$ cat config.mk
export PLATFORM = sky130hd
export DESIGN_NAME = fft_pair_buffer_flat
export DESIGN_NICKNAME = d
export VERILOG_FILES = /design/src/rtl/fft_pair_buffer_if.sv /design/src/rtl/fft_pair_buffer.sv /design/src/flat_wrapper.sv
export SDC_FILE = /design/constraint.sdc
export NUM_CORES = 1
export LEC_CHECK = 0
export BUFFER_PORTS_ARGS = -buffer_cell sky130_fd_sc_hd__clkbuf_2
export CAP_MARGIN = 20
export CORE_MARGIN = 5
export CORE_UTILIZATION = 50
export CTS_CLUSTER_SIZE = 12
export DETAILED_ROUTE_END_ITERATION = 16
export HOLD_SLACK_MARGIN = 0.15
export PLACE_DENSITY = 0.83
export SETUP_SLACK_MARGIN = 0.3
export SLEW_MARGIN = 20
export SYNTH_ARGS = -nofsm -noshare
export SYNTH_HDL_FRONTEND = slang
export SYNTH_SLANG_ARGS = --single-unit
$ cat constraint.sdc
create_clock -name clk -period 2.9 [get_ports clk]
set_input_delay 0.435 -clock clk [delete_from_list [all_inputs] [get_ports clk]]
set_output_delay 0.435 -clock clk [all_outputs]
set_load 0.005 [all_outputs]
$ cat src/rtl/fft_pair_buffer_if.sv
// rtl/fft_pair_buffer_if.sv - sample stream in / butterfly operand pair out bundle
//
// Ports (slave = the buffer, master = the upstream source / downstream consumer side):
//   in_valid, in_sync        sample qualifier and frame-start marker
//   in_re, in_im             signed input sample
//   out_valid, out_last      operand pair strobe, last pair of the frame
//   out_r_lo, out_i_lo       x[k]
//   out_r_hi, out_i_hi       x[k+N/2]
//   out_k                    pair index

interface fft_pair_buffer_if #(
    parameter int DATA_W = 8,
    parameter int N      = 16
);
    localparam int K_W = $clog2(N) - 1;

    logic                     in_valid;
    logic                     in_sync;
    logic signed [DATA_W-1:0] in_re;
    logic signed [DATA_W-1:0] in_im;

    logic                     out_valid;
    logic signed [DATA_W-1:0] out_r_lo;
    logic signed [DATA_W-1:0] out_r_hi;
    logic signed [DATA_W-1:0] out_i_lo;
    logic signed [DATA_W-1:0] out_i_hi;
    logic [K_W-1:0]           out_k;
    logic                     out_last;

    modport master (
        output in_valid, in_sync, in_re, in_im,
        input  out_valid, out_r_lo, out_r_hi, out_i_lo, out_i_hi, out_k, out_last
    );

    modport slave (
        input  in_valid, in_sync, in_re, in_im,
        output out_valid, out_r_lo, out_r_hi, out_i_lo, out_i_hi, out_k, out_last
    );
endinterface

$ cat src/rtl/fft_pair_buffer.sv
// rtl/fft_pair_buffer.sv - natural-order sample stream to radix-2 butterfly operand pairs
//
// Ports:
//   clk     rising-edge clock
//   rst_n   asynchronous active-low reset
//   bus     fft_pair_buffer_if.slave: in_valid/in_sync/in_re/in_im in,
//           out_valid/out_r_lo/out_r_hi/out_i_lo/out_i_hi/out_k/out_last out
//
// The first N/2 samples of a frame are parked in pair_mem; each second-half
// sample x[k+N/2] is registered out together with x[k] one cycle later.

module fft_pair_buffer #(
    parameter int DATA_W = 8,
    parameter int N      = 16
) (
    input  logic              clk,
    input  logic              rst_n,
    fft_pair_buffer_if.slave  bus
);
    localparam int IDX_W = $clog2(N);
    localparam int K_W   = IDX_W - 1;
    localparam int HALF  = N / 2;
    localparam logic [IDX_W-1:0] IDX_ONE = IDX_W'(1);

    logic [IDX_W-1:0]         idx_q, idx_d;
    logic                     out_valid_q, out_valid_d;
    logic signed [DATA_W-1:0] out_r_lo_q, out_r_lo_d;
    logic signed [DATA_W-1:0] out_r_hi_q, out_r_hi_d;
    logic signed [DATA_W-1:0] out_i_lo_q, out_i_lo_d;
    logic signed [DATA_W-1:0] out_i_hi_q, out_i_hi_d;
    logic [K_W-1:0]           out_k_q, out_k_d;
    logic                     out_last_q, out_last_d;

    logic [2*DATA_W-1:0]      pair_mem [HALF];
    logic [IDX_W-1:0]         eff_idx;
    logic                     in_pair;
    logic                     mem_we;
    logic [K_W-1:0]           mem_addr;
    logic [2*DATA_W-1:0]      mem_rdata;

    always_comb begin
        // A sync sample is frame index 0 regardless of where the counter was,
        // which is what discards a partial frame.
        eff_idx   = bus.in_sync ? '0 : idx_q;
        in_pair   = eff_idx[IDX_W-1];
        // FILL writes buf[e] and PAIR reads buf[e-N/2]; both are the low bits
        // of e, so the single port needs just one address.
        mem_addr  = eff_idx[K_W-1:0];
        mem_rdata = pair_mem[mem_addr];
        mem_we    = bus.in_valid & ~in_pair;

        idx_d       = idx_q;
        out_valid_d = 1'b0;
        out_last_d  = 1'b0;
        out_r_lo_d  = out_r_lo_q;
        out_r_hi_d  = out_r_hi_q;
        out_i_lo_d  = out_i_lo_q;
        out_i_hi_d  = out_i_hi_q;
        out_k_d     = out_k_q;

        if (bus.in_valid) begin
            idx_d = eff_idx + IDX_ONE;
            if (in_pair) begin
                out_valid_d = 1'b1;
                out_r_lo_d  = mem_rdata[2*DATA_W-1:DATA_W];
                out_i_lo_d  = mem_rdata[DATA_W-1:0];
                out_r_hi_d  = bus.in_re;
                out_i_hi_d  = bus.in_im;
                out_k_d     = mem_addr;
                out_last_d  = &mem_addr;
            end
        end
    end

    always_ff @(posedge clk or negedge rst_n) begin
        if (!rst_n) begin
            idx_q       <= '0;
            out_valid_q <= 1'b0;
            out_r_lo_q  <= '0;
            out_r_hi_q  <= '0;
            out_i_lo_q  <= '0;
            out_i_hi_q  <= '0;
            out_k_q     <= '0;
            out_last_q  <= 1'b0;
        end else begin
            idx_q       <= idx_d;
            out_valid_q <= out_valid_d;
            out_r_lo_q  <= out_r_lo_d;
            out_r_hi_q  <= out_r_hi_d;
            out_i_lo_q  <= out_i_lo_d;
            out_i_hi_q  <= out_i_hi_d;
            out_k_q     <= out_k_d;
            out_last_q  <= out_last_d;
        end
    end

    // Buffer contents need no reset: every entry is written in FILL before
    // the PAIR phase of the same frame can read it.
    always_ff @(posedge clk) begin
        if (mem_we) begin
            pair_mem[mem_addr] <= {bus.in_re, bus.in_im};
        end
    end

    assign bus.out_valid = out_valid_q;
    assign bus.out_r_lo  = out_r_lo_q;
    assign bus.out_r_hi  = out_r_hi_q;
    assign bus.out_i_lo  = out_i_lo_q;
    assign bus.out_i_hi  = out_i_hi_q;
    assign bus.out_k     = out_k_q;
    assign bus.out_last  = out_last_q;

endmodule
$ cat src/flat_wrapper.sv
// flat-port wrapper written by rule: the top's interface ports become plain ports
module fft_pair_buffer_flat 
#(
    parameter int DATA_W = 8,
    parameter int N      = 16
)
  (clk, rst_n, bus_in_valid, bus_in_sync, bus_in_re, bus_in_im, bus_out_valid, bus_out_r_lo, bus_out_r_hi, bus_out_i_lo, bus_out_i_hi, bus_out_k, bus_out_last);
  fft_pair_buffer_if #(.DATA_W(DATA_W), .N(N)) bus_i ();
  input  logic clk;
  input  logic rst_n;
  input wire logic [$bits(bus_i.in_valid)-1:0] bus_in_valid;
  input wire logic [$bits(bus_i.in_sync)-1:0] bus_in_sync;
  input wire logic [$bits(bus_i.in_re)-1:0] bus_in_re;
  input wire logic [$bits(bus_i.in_im)-1:0] bus_in_im;
  output wire logic [$bits(bus_i.out_valid)-1:0] bus_out_valid;
  output wire logic [$bits(bus_i.out_r_lo)-1:0] bus_out_r_lo;
  output wire logic [$bits(bus_i.out_r_hi)-1:0] bus_out_r_hi;
  output wire logic [$bits(bus_i.out_i_lo)-1:0] bus_out_i_lo;
  output wire logic [$bits(bus_i.out_i_hi)-1:0] bus_out_i_hi;
  output wire logic [$bits(bus_i.out_k)-1:0] bus_out_k;
  output wire logic [$bits(bus_i.out_last)-1:0] bus_out_last;
  assign bus_i.in_valid = bus_in_valid;
  assign bus_i.in_sync = bus_in_sync;
  assign bus_i.in_re = bus_in_re;
  assign bus_i.in_im = bus_in_im;
  assign bus_out_valid = bus_i.out_valid;
  assign bus_out_r_lo = bus_i.out_r_lo;
  assign bus_out_r_hi = bus_i.out_r_hi;
  assign bus_out_i_lo = bus_i.out_i_lo;
  assign bus_out_i_hi = bus_i.out_i_hi;
  assign bus_out_k = bus_i.out_k;
  assign bus_out_last = bus_i.out_last;
  fft_pair_buffer #(.DATA_W(DATA_W), .N(N)) u_core (.clk(clk), .rst_n(rst_n), .bus(bus_i));
endmodule
==> run metrics, run 1 <==
outcome=finished, final reports clean; top cell type's share of synthesized area=58.1%; Final ANT Viol Nets=0; hold_sp=bus_in_im[0]; adder-cell area share of the yosys netlist=0.189%; final setup violation count=0; cell chain of the critical path=nand2_1 > nor3_2 > buf_4; first-pass GRT wire length=20700 um; WL/cell=18.8 um; Post-synth ARST share=24.3%; register area share after synthesis=73.7%; I/O pins=57; Ys Warns=0; Detailed Place HPWL=8140 um; P_sw=1.60 mW; Initial Util=50.5%; DP Area=7210 sq um; Num CTS Buffers=17; RR Startpoint=u_core.idx_q[1]$_DFFE_PN0P_; startpoint types=flip-flop; Mapped Cells=429; critical path arrival=2.40 ns; Routed Wire Length=12900 um; # fillers=978; max_cap viols=0; number of iterations in the first detailed-routing pass=4; DR vias=3743; Fin. Hold Viols=0; Critical Path RT=3.03 ns; Sw Share=25.1%; final non-filler cell area=7800 sq um; Clk pin slew, worst setup/hold paths=0.06 ns; layout cells sized above 1=26.1%; Cell variety after synth=29; top-count cell post-synth=edfxtp_1; GRT overflow=0; nets@finish=518; die width=125 um; crit path capture type=flip-flop; RD Place Congestion=0.809; Synth Area in Compound Gates=6.19%; mux contribution to synthesized area=10.8%; post-synthesis simple-gate area fraction=6.02%; final worst path period share=78.4%; sequential power share=49.1%; Mapped Area=6610 sq um; Worst Setup SP=u_core.idx_q[1]$_DFFE_PN0P_; Vias/cell=5.46; fin crit period=2.27 ns; EDFF count, synth=128; post-synthesis xor/xnor area fraction=0%; 1st-iter DRT viols=264; Final Core Density=59.6%; clk_lat worst skew=0.42 ns; WHS=0.306 ns; critical path class=flip-flop to flip-flop; Root Driver=clkbuf_16; fmax=440 MHz; CTS Sinks=169; CORE AREA=13100 sq um; GRT Total Usage=17.5%; number of global-route vias before repair=3842; top cells by area, synth=edfxtp_1 58%, dfrtp_1 16%, mux2i_1 7.4%, mux2_2 3.4%, nor2_1 2.1%; internal power=4.77 mW; Synth Flop Type=edfxtp_1; hold crit path type=primary input to flip-flop; critical path fanouts, max=13; P_leak=3.05 nW; syn avg cell area=15.4 sq um; power per cell area=816 nW/um^2; Post-CTS Setup Bufs=0; Area Overhead vs Synth=18.0%; Critical Path Slowest Stage Cell=nor3_2; clock tree buffer depth=2; H-tree levels=4; DRC=0; post-cts sizing count=0; peak supply drop=0.000404 V; syn_nets=450; Logic pwr share=16.2%; Synth area leader=edfxtp_1; TritonCTS clock tree=built; pin count of the biggest net entering global routing=39; die area=15600 sq um; Inst Count DP=653; CP max stage delay=0.72 ns; Synth Register Bits=169; Clock Skew=0.00554 ns; worst hold path depth=1; worst-margin pin slew=0.847 ns; PortBufs=56; most instantiated cells after synthesis=128 x edfxtp_1, 49 x mux2i_1, 41 x dfrtp_1; share of power burned in the clock network=34.7%; Rel. slew slack=43.3%; Setup TNS=0 ns; initial antenna violation count=0; Storage cell area=4870 sq um; # rows=42; reg2reg path depth=3; area occupied by multi-input gates=1610 sq um; Post-Layout Cell Count=686; largest family of logic cells by synthesized area=multiplexers; Diodes inserted=0; RSZ-0062 raised after global routing=no; Pins Over Slew Limit=0; chip height=125 um
-- placed cells by master, fill, tap and decap left out --
master / n
a211oi_1: 16
a21oi_1: 19
buf_12: 1
buf_4: 19
bufinv_16: 3
clkbuf_16: 17
clkbuf_2: 56
clkinv_1: 4
clkinv_2: 3
clkinv_4: 1
clkinvlp_4: 4
dfrtp_1: 40
dfrtp_4: 1
dlygate4sd3_1: 1
edfxtp_1: 128
ha_1: 1
inv_1: 17
mux2_2: 20
mux2i_1: 49
nand2_1: 4
nand2b_1: 2
nand3_1: 1
nand3b_1: 17
nor2_1: 37
nor2_4: 1
nor2b_1: 2
nor3_1: 1
nor3_2: 2
nor3b_1: 1
nor4_1: 1
nor4_2: 2
nor4_4: 2
nor4b_4: 1
o21a_1: 1
o21ai_0: 14
o21ai_1: 2
o22ai_1: 17
or3b_1: 2
-- cell families after synthesis --
group / count (synthesis)
AND/OR/NAND/NOR: 76
multiplexers: 69
buffers and inverters: 45
AO/OA/AOI/OAI: 69
adder cells (fa/ha/maj): 1
flip-flops: 169
-- routing by layer --
metal  global-route usage, %  routed length [um]  share of wire [%]
met5                       0                   0                  0
met4                    7.21                 183                1.4
met3                    5.37                 591                4.6
met2                    29.4                6860                 53
met1                    21.0                5250                 41
-- final timing paths --
kind,endpoint,slack [ns]
max reg2reg,u_core.pair_mem[6][13]$_DFFE_PP_,0.63
min reg2reg,u_core.bus.out_i_hi[2]$_DFFE_PN0P_,0.50
max in group asynchronous,u_core.bus.out_r_hi[6]$_DFFE_PN0P_,1.59
min,u_core.pair_mem[5][0]$_DFFE_PP_,0.31
max,u_core.pair_mem[6][13]$_DFFE_PP_,0.63
min in group asynchronous,u_core.bus.out_i_hi[7]$_DFFE_PN0P_,0.59
-- flip-flops by register name, summed over array words and instances, names as in the netlist --
signal                count
u_core.bus.out_i_hi       8
u_core.bus.out_i_lo       8
u_core.bus.out_k          3
u_core.bus.out_last       1
u_core.bus.out_r_hi       8
u_core.bus.out_r_lo       8
u_core.bus.out_valid      1
u_core.idx_q              4
u_core.pair_mem         128
-- worst max-delay path, delay by kind of cell (launching register included) --
| family | cells | cell delay [ns] |
|---|---|---|
| buffers and inverters | 1 | 0.31 |
| DFF | 1 | 0.68 |
| and+or+nand+nor | 2 | 0.99 |
-- per-stage QoR --
stage	setup WS (ns)	total power [mW]
floorplan	-0.0945	3.72
global placement	0.754	4.17
detailed placement	0.667	4.22
CTS	0.594	6.43
global route	0.506	6.69
finish	0.626	6.36
-- area by class of cell --
type | count | share of cell area, %
flip-flops and latches | 169 | 62.5
multi-input cells | 215 | 20.6
repair buffers | 77 | 5.81
clock buffers | 17 | 5.45
well taps | 176 | 2.82
clock inverters | 15 | 2.04
inverters | 17 | 0.818
-- power by group through the flow --
| stage | clock, mW | sequential (mW) | combinational, mW |
|---|---|---|---|
| after floorplan | 0 | 3.14 | 0.577 |
| after global placement | 0 | 3.16 | 1.01 |
| after detailed placement | 0 | 3.18 | 1.04 |
| after CTS | 2.25 | 3.13 | 1.05 |
| after global routing | 2.38 | 3.17 | 1.14 |
| final | 2.21 | 3.13 | 1.03 |
-- what timing repair did --
| action | in CTS | in global routing |
|---|---|---|
| endpoints found under the setup margin | 0 | 0 |
| hold endpoints to repair | 26 | 0 |
| hold buffers | 1 | 0 |
(Power assumes the default switching activity.)
==> run 2, diff against run 1 <==
- clock period: 2.9 -> 1.94 ns (I/O delays scaled with it)
==> run 2 against run 1 <==
  * Power grew 53%
  * Wire length grew 15%
  * Global-route usage grew 0.73 points
  * Clock skew grew 0.0043 ns
  * Combinational power grew 96%
  * Clock power grew 39%
  * Cell area grew 7.4%
  * Die area is the same
  * Clock-buffer cell count grew 6
  * Via count grew 9.0%
  * Largest cell class unchanged
==> run metrics, run 2 (synthesized netlist as in run 1, its figures left out) <==
WHS=0.165 ns (-0.141 ns); Clk pin slew, worst setup/hold paths=0.06 ns (about the same); Final WS setup=0.219 ns (-0.407 ns); first-pass GRT wire length=21900 um (+5.8%); Max Used Layer=met4; largest register by flop count=u_core.pair_mem; Fin. Hold Viols=0 (unchanged); Storage cell area=4880 sq um (about the same); final setup violation count=0 (unchanged); sequential power share=47.7% (-1.4 points); outcome=finished, final reports clean; Rel. slew slack=71.7% (+28 points); # fillers=890 (-9.0%); Num CTS Buffers=17 (unchanged); DR vias=4078 (+9.0%); critical path fanouts, max=16 (+3); commonest non-fill, non-tap cell in the layout=edfxtp_1; CORE AREA=13100 sq um (unchanged); Area Overhead vs Synth=26.8%; crit path capture type=flip-flop; internal power=7.20 mW (+51%); clk_lat worst skew=0.43 ns (about the same); Detailed Place HPWL=8370 um (+2.8%); fin crit period=1.72 ns (-0.553 ns); commonest non-fill, non-tap cells in the layout=128 x edfxtp_1, 56 x clkbuf_2, 43 x mux2i_1, 38 x dfrtp_1, 36 x nor2_1; share of power burned in the clock network=31.6% (-3.1 points); P_leak=3.28 nW (+7.7%); number of global-route vias before repair=4156 (+8.2%); Setup WS pre-CTS=0.109 ns (-0.559 ns); Setup TNS=0 ns (unchanged); I/O pins=57 (unchanged); die width=125 um (unchanged); Critical Path RT=2.23 ns (-0.80 ns); CTS Sinks=169 (unchanged); GRT overflow=0 (unchanged); Clock Skew=0.00983 ns (+0.00429 ns); DR WL met3=1000 um (+69%); TritonCTS clock tree=built; Vias/cell=5.72 (+4.8%); chip height=125 um (unchanged); number of iterations in the first detailed-routing pass=5 (+1); Pins Over Slew Limit=0 (unchanged); die area=15600 sq um (unchanged); Diodes inserted=0 (unchanged); overall power=9.76 mW (+53%); RD Place Congestion=0.780 (-3.6%); 1st-iter DRT viols=411 (+56%); PortBufs=56 (unchanged); DRC=0 (unchanged); startpoint types=flip-flop; RSZ-0062 raised after global routing=yes; # rows=42 (unchanged); Sw Share=26.2% (+1.1 points); layout cells sized above 1=35.9% (+9.9 points); GRT Total Usage=18.2% (+0.73 points); M1 WL=5450 um (+3.8%); power per cell area=1160 nW/um^2 (+43%); max_cap viols=0 (unchanged); peak supply drop=0.000672 V (+66%); Root Driver=clkbuf_16; P_sw=2.56 mW (+60%); area occupied by multi-input gates=1820 sq um (+13%); initial antenna violation count=0 (unchanged); Initial Util=50.5% (unchanged); Final ANT Viol Nets=0 (unchanged); critical path arrival=2.01 ns (-0.39 ns); H-tree levels=4 (unchanged); final worst path period share=88.7% (+10 points); DR WL met2=7900 um (+15%); pin count of the biggest net entering global routing=31 (-21%); fmax=581 MHz (+32%); WL/cell=20.8 um (+11%); max reg flops=128 (unchanged); Routed Wire Length=14800 um (+15%); critical path class=flip-flop to flip-flop; clock tree buffer depth=2 (unchanged); Logic pwr share=20.7% (+4.5 points); nets@finish=545 (+5.2%); worst-margin pin slew=0.425 ns (-0.422 ns); hold crit path type=primary input to flip-flop
## run 2: cell count changes in the layout (fill, tap and decap cells not counted), moves of 3 or more
| cell | delta |
|---|---|
| a211oi_1 | -10 |
| a211oi_2 | +10 |
| buf_12 | +7 |
| buf_4 | +4 |
| buf_6 | +9 |
| clkbuf_1 | +4 |
| clkbuf_16 | +3 |
| mux2i_1 | -6 |
| mux2i_2 | +6 |
| o22ai_1 | -9 |
| o22ai_2 | +9 |
## run 2: metal layers
layer	GRT usage, %	vias up
li1	-	1800
met4	8.67	0
met1	21.8	2071
met5	0	-
met3	4.95	38
met2	30.7	169
## run 2: layout make-up
cell class,count,area share (%)
clock inverter,9,0.896
multi-input combinational,215,21.7
sequential,169,58.2
timing repair buffer,104,10.3
tap,176,2.63
clock buffer,23,5.58
inverter,17,0.761
## run 2: critical path, cell delays in order (launching register included)
cell      delay [ns]
dfrtp_2         0.42
buf_4           0.16
or3b_4          0.42
o22ai_1         0.14
a211oi_1        0.30
a21oi_1         0.14
## run 2: path summary, 6_finish.rpt
check	from	end	slack, ns	depth (start not counted)
worst min-delay path	bus_in_re[4]	u_core.pair_mem[3][12]$_DFFE_PP_	0.16	1
worst max-delay path	u_core.idx_q[2]$_DFFE_PN0P_	u_core.bus.out_i_lo[7]$_DFFE_PN0P_	0.22	5
min in group asynchronous	rst_n	u_core.bus.out_r_lo[3]$_DFFE_PN0P_	0.33	2
worst min register to register	u_core.bus.out_k[0]$_DFFE_PN0P_	u_core.bus.out_k[0]$_DFFE_PN0P_	0.50	1
worst max register to register	u_core.idx_q[2]$_DFFE_PN0P_	u_core.bus.out_i_lo[7]$_DFFE_PN0P_	0.22	5
max in group asynchronous	rst_n	u_core.bus.out_i_lo[5]$_DFFE_PN0P_	1.00	3
## run 2: through the flow
stage,std cells,area (sq um),util (%)
6_report,713,8380,64.1
5_1_grt,713,8380,64.1
4_1_cts,706,8100,61.9
3_5_place_dp,662,7390,56.5
3_3_place_gp,662,7390,56.5
2_1_floorplan,429,6790,-
## run 2: timing repair
item,in CTS,in global routing
setup buffers,8,3
gates resized for setup,15,35
endpoints found under the setup margin,115,83
cloned,1,4
pin swaps,4,11
hold buffers,3,0
endpoints found under the hold margin,25,0
## run 2: power groups by stage
stage                     Clock, mW  Sequential [mW]  Combinational (mW)
after CTS                      3.12             4.65                1.80
after floorplan                   0             4.70               0.964
after global routing           3.29             4.72                2.18
final                          3.08             4.66                2.02
after detailed placement          0             4.75                1.68
after global placement            0             4.72                1.65
